<file path="config.mk">
export PLATFORM = sky130hd
export DESIGN_NAME = sync_gray_ptr_r
export DESIGN_NICKNAME = d
export VERILOG_FILES = /design/src/rtl/sync_gray_ptr_r.sv
export SDC_FILE = /design/constraint.sdc
export NUM_CORES = 1
export LEC_CHECK = 0
export ABC_AREA = 1
export BUFFER_PORTS_ARGS = -buffer_cell sky130_fd_sc_hd__buf_2
export CAP_MARGIN = 20
export CORE_UTILIZATION = 43
export CTS_BUF_LIST = sky130_fd_sc_hd__clkbuf_4
export DETAILED_ROUTE_END_ITERATION = 8
export HOLD_SLACK_MARGIN = 0.1
export PLACE_DENSITY = 0.62
export SYNTH_ARGS = -nofsm -noshare
export SYNTH_HDL_FRONTEND = slang
export SYNTH_SLANG_ARGS = --single-unit
</file>
<file path="constraint.sdc">
create_clock -name rclk -period 6 [get_ports rclk]
set_input_delay 1.2 -clock rclk [delete_from_list [all_inputs] [get_ports rclk]]
set_output_delay 1.2 -clock rclk [all_outputs]
set_load 0.05 [all_outputs]
</file>
<file path="src/rtl/sync_gray_ptr_r.sv">
// Read-domain synchroniser for a Gray-coded FIFO write pointer, with registered
// binary decode, per-cycle advance, warm-up qualification and illegal-step detection.
module sync_gray_ptr_r #(
    parameter int WIDTH  = 5,
    parameter int STAGES = 2
) (
    input  logic             rclk,
    input  logic             rrst,
    input  logic [WIDTH-1:0] wptr,
    input  logic             err_clr,
    output logic [WIDTH-1:0] rq_gptr,
    output logic [WIDTH-1:0] rq_bptr,
    output logic [WIDTH-1:0] rq_delta,
    output logic             rq_changed,
    output logic             rq_valid,
    output logic             gray_err
);

    localparam logic [2:0] WARM_MAX = 3'(STAGES);

    logic [WIDTH-1:0] sync_r [STAGES];
    logic [WIDTH-1:0] prev_g_r;
    logic [2:0]       warm_cnt_r;

    logic [WIDTH-1:0] bin_s;
    logic [WIDTH-1:0] delta_s;
    logic             changed_s;
    logic             step_err_s;
    logic             valid_next_s;
    logic             err_next_s;

    function automatic logic [WIDTH-1:0] gray2bin(input logic [WIDTH-1:0] g);
        logic [WIDTH-1:0] b;
        b[WIDTH-1] = g[WIDTH-1];
        for (int i = WIDTH - 2; i >= 0; i--) begin
            b[i] = b[i+1] ^ g[i];
        end
        return b;
    endfunction

    // True when more than one bit of d is set (clearing the lowest set bit leaves something).
    function automatic logic multi_bit(input logic [WIDTH-1:0] d);
        return (d & (d - {{(WIDTH-1){1'b0}}, 1'b1})) != {WIDTH{1'b0}};
    endfunction

    assign rq_gptr = sync_r[STAGES-1];

    // Plain flop chain: nothing may sit between stages.
    always_ff @(posedge rclk or posedge rrst) begin
        if (rrst) begin
            for (int i = 0; i < STAGES; i++) begin
                sync_r[i] <= {WIDTH{1'b0}};
            end
        end else begin
            sync_r[0] <= wptr;
            for (int i = 1; i < STAGES; i++) begin
                sync_r[i] <= sync_r[i-1];
            end
        end
    end

    // Decode, advance, warm-up qualification and error evaluation for this edge.
    always_comb begin
        bin_s        = gray2bin(rq_gptr);
        valid_next_s = (warm_cnt_r == WARM_MAX);
        delta_s      = {WIDTH{1'b0}};
        changed_s    = 1'b0;
        step_err_s   = 1'b0;
        // Until the chain has filled, the first sample may jump arbitrarily from 0.
        if (rq_valid) begin
            delta_s    = bin_s - rq_bptr;
            changed_s  = (bin_s != rq_bptr);
            step_err_s = multi_bit(rq_gptr ^ prev_g_r);
        end else begin
            delta_s    = {WIDTH{1'b0}};
            changed_s  = 1'b0;
            step_err_s = 1'b0;
        end
        // A fresh error wins over a simultaneous clear.
        if (step_err_s) begin
            err_next_s = 1'b1;
        end else if (err_clr) begin
            err_next_s = 1'b0;
        end else begin
            err_next_s = gray_err;
        end
    end

    // Saturating warm-up counter and sticky valid flag.
    always_ff @(posedge rclk or posedge rrst) begin
        if (rrst) begin
            warm_cnt_r <= 3'd0;
            rq_valid   <= 1'b0;
        end else begin
            if (warm_cnt_r != WARM_MAX) begin
                warm_cnt_r <= warm_cnt_r + 3'd1;
            end
            rq_valid <= valid_next_s;
        end
    end

    // Registered decode outputs and error flag.
    always_ff @(posedge rclk or posedge rrst) begin
        if (rrst) begin
            rq_bptr    <= {WIDTH{1'b0}};
            rq_delta   <= {WIDTH{1'b0}};
            rq_changed <= 1'b0;
            prev_g_r   <= {WIDTH{1'b0}};
            gray_err   <= 1'b0;
        end else begin
            rq_bptr    <= bin_s;
            rq_delta   <= delta_s;
            rq_changed <= changed_s;
            prev_g_r   <= rq_gptr;
            gray_err   <= err_next_s;
        end
    end

endmodule

</file>
==> load_flow_metrics.sql <==
INSERT INTO impl_metrics (metric_group, metric, value, unit) VALUES
('worst_setup_path', 'path_delay_family', 'simple AND/OR/NAND/NOR gates', ''),
('grt', 'antenna_violations_before_repair', '0', ''),
('timing', 'tns', '0', 'ns'),
('timing', 'worst_clock_skew', '0.00826', 'ns'),
('worst_setup_path', 'cpPeakStageDelay', '0.44', 'ns'),
('synthesis', 'seq_total_area_yosys', '0.591', ''),
('timing', 'final.setup.worst_slack', '3.55', 'ns'),
('synthesis', 'synth_nets', '146', ''),
('synthesis', 'postSynthAreaPerCell', '9.69', 'um2'),
('detailed_routing', 'vias_per_cell', '4.47', ''),
('cts', 'clock_insertion_delay_worst_skew', '0.32', 'ns'),
('pwr', 'vdd_drop_max', '0.233', 'mV'),
('job', 'timing.max_cap.violations', '0', ''),
('cells_and_area', 'post_layout_nonfiller_instances', '188', ''),
('synthesis', 'number_of_storage_elements_in_the_synthesis_netlist', '30', ''),
('worst_setup_path', 'timing.critical_path.to_type', 'flop', ''),
('synthesis', 'ys.flop_type', 'dfrtp_1', ''),
('cts', 'cts_hold_buf', '0', ''),
('cts', 'cts-root-to-sink-buffers', '2', ''),
('floorplanning', 'core-area', '2780', 'um2'),
('worst_setup_path', 'arrival', '2.66', 'ns'),
('detailed_routing', 'route.detailed.drc', '0', ''),
('timing', 'period_share', '0.409', ''),
('cells_and_area', 'layout-drive-gt1-share', '0.217', ''),
('placed_design', 'port_buffers', '25', ''),
('floorplanning', 'die_w', '56.3', 'um'),
('pwr', 'leakage', '0.816', 'nW'),
('cells_and_area', 'areaGrowthSynthToFinish', '14.8', '%'),
('timing', 'setup-violations-final', '0', ''),
('synthesis', 'ys_top_cells_by_count', 'nand2_1, dfrtp_1, inv_1', ''),
('synthesis', 'synthesis.area', '1270', 'um2'),
('timing', 'finalMaxSlewViolations', '0', ''),
('placed_design', 'post_place_setup_slack', '3.54', 'ns'),
('synthesis', 'synth.distinct_cells', '16', ''),
('detailed_routing', 'detail_route.wirelength', '1790', 'um'),
('detailed_routing', 'wl_per_cell', '9.53', 'um'),
('placed_design', 'dpl.cell_count', '182', ''),
('min_path', 'worst_hold_path_type', 'flop to flop', ''),
('timing', 'worst-slew-pin-transition', '0.536', 'ns'),
('grt', 'globalRouteTotalUtil', '0.136', ''),
('cts', 'cts-resized-gates', '0', ''),
('cts', 'cts_tree', 'built', ''),
('cells_and_area', 'net_count_final', '173', ''),
('grt', 'global_route.overflow_total', '0', ''),
('timing', 'top_achievable_clock_speed', '0.408', 'GHz'),
('synthesis', 'synth.area.top_cells', 'dfrtp_1, nand2_1, inv_1', ''),
('synthesis', 'synth.most_common_cell', 'nand2_1', ''),
('placed_design', 'placed_wire_length_estimate_after_detailed_placement', '1400', 'um'),
('worst_setup_path', 'critical_path.max_fanout', '6', ''),
('cts', 'cts_inserted_buffers', '5', ''),
('timing', 'finalCriticalPeriod', '2.45', 'ns'),
('worst_setup_path', 'worst_setup_path_class', 'flop to flop', ''),
('synthesis', 'synth-warning-count', '0', ''),
('detailed_routing', 'drt.antenna.violating_nets', '0', ''),
('worst_setup_path', 'worst-path-buf-inv', '2', ''),
('cts', 'clockRootBuffer', 'clkbuf_4', ''),
('synthesis', 'synth_area_leader_cell', 'dfrtp_1', ''),
('synthesis', 'share_of_synthesized_flip_flops_with_an_asynchronous_set_or_reset', '1.00', ''),
('timing', 'worst_relative_slew_slack', '0.642', ''),
('worst_setup_path', 'critical-path-top-cell-by-count', 'nand2_1', ''),
('detailed_routing', 'num_vias', '841', ''),
('cells_and_area', 'filler_cell_count', '266', ''),
('placed_design', 'finalWeightedCongestion', '0.843', ''),
('outcome', 'run_status', 'finished, final reports clean', ''),
('floorplanning', 'initial_standard_cell_utilization_of_the_core', '0.457', ''),
('floorplanning', 'die-height', '56.3', 'um'),
('detailed_routing', 'drt_iter0_markers', '15', ''),
('worst_setup_path', 'worst_path_max_delay_cell', 'dfrtp_1', ''),
('detailed_routing', 'firstDrtPassIters', '4', ''),
('cts', 'clk_transition_reported_paths', '0.08', 'ns'),
('synthesis', 'synth-edff-count', '0', '');
## routing by layer
layer  part of all wire  GRT usage  vias up
met5                  0          0        -
met4              0.027     0.0732        0
met3              0.073     0.0783        5
met2               0.47      0.209       26
met1               0.43      0.147      367
li1                   -          -      443
## logic make-up after synthesis
| kind of cell | count (synthesis) | synth area share |
|---|---|---|
| and+or+nand+nor | 56 | 0.176 |
| DFF | 30 | 0.591 |
| buffers and inverters | 28 | 0.100 |
| adders and majority gates | 7 | 0.0749 |
| AOI/OAI and AO/OA | 5 | 0.0227 |
| xor gates and xnor gates | 5 | 0.0345 |
## final cells by class
type                            count  area, um2  share of cell area
Sequential cell                    30        751               0.515
Tap cell                           31       38.8              0.0266
Clock inverter                      1       3.75             0.00258
Inverter                           22       82.6              0.0567
Clock buffer                        5       37.5              0.0258
Timing Repair Buffer               26        153               0.105
Multi-Input combinational cell     73        392               0.269
## per-stage QoR
stage | cell area [um2] | utilization | hold WS, ns | power (mW)
5_1_grt | 1460 | 0.524 | 0.363 | 0.496
6_report | 1460 | 0.524 | 0.350 | 0.466
4_1_cts | 1460 | 0.524 | 0.355 | 0.476
3_3_place_gp | 1390 | 0.499 | 0.332 | 0.369
3_5_place_dp | 1420 | 0.509 | 0.336 | 0.373
2_1_floorplan | 1270 | - | 0.331 | 0.344
## flip-flops by register name, summed over array words and instances, names as in the netlist
signal / flops
sync_r: 5
rq_changed: 1
rq_valid: 1
rq_gptr: 5
warm_cnt_r: 3
rq_delta: 5
gray_err: 1
prev_g_r: 5
rq_bptr: 4
## placed cells by master (no fill, tap or decap), drive strengths merged
| cell | instances |
|---|---|
| nand2 | 40 |
| dfrtp | 30 |
| buf | 26 |
| inv | 22 |
| nor2 | 11 |
| ha | 6 |
| clkbuf | 5 |
| nand3 | 4 |
| xor2 | 3 |
| o21ai | 2 |
| xnor2 | 2 |
| a211oi | 1 |
| nor3 | 1 |
| a31oi | 1 |
| a21oi | 1 |
| fa | 1 |
| clkinv | 1 |
## where the power goes
group          total [mW]  internal, mW  switching [mW]
Combinational       0.138        0.0349           0.103
Clock              0.0984        0.0398          0.0586
Sequential          0.229         0.222         0.00743
Total               0.466         0.297           0.169
## worst paths after layout
kind | from | to | slack (ns) | depth (start not counted)
worst max-delay path | rq_gptr[3] | rq_delta[4] | 3.55 | 16
worst min register to register | sync_r[8] | rq_gptr[3] | 0.35 | 0
worst max register to register | rq_gptr[3] | rq_delta[4] | 3.55 | 16
worst min-delay path | sync_r[8] | rq_gptr[3] | 0.35 | 0
max in group asynchronous | rrst | prev_g_r[3] | 4.62 | 3
min in group asynchronous | rrst | warm_cnt_r[2] | 0.91 | 2
Power figures use the tool's default switching activity.
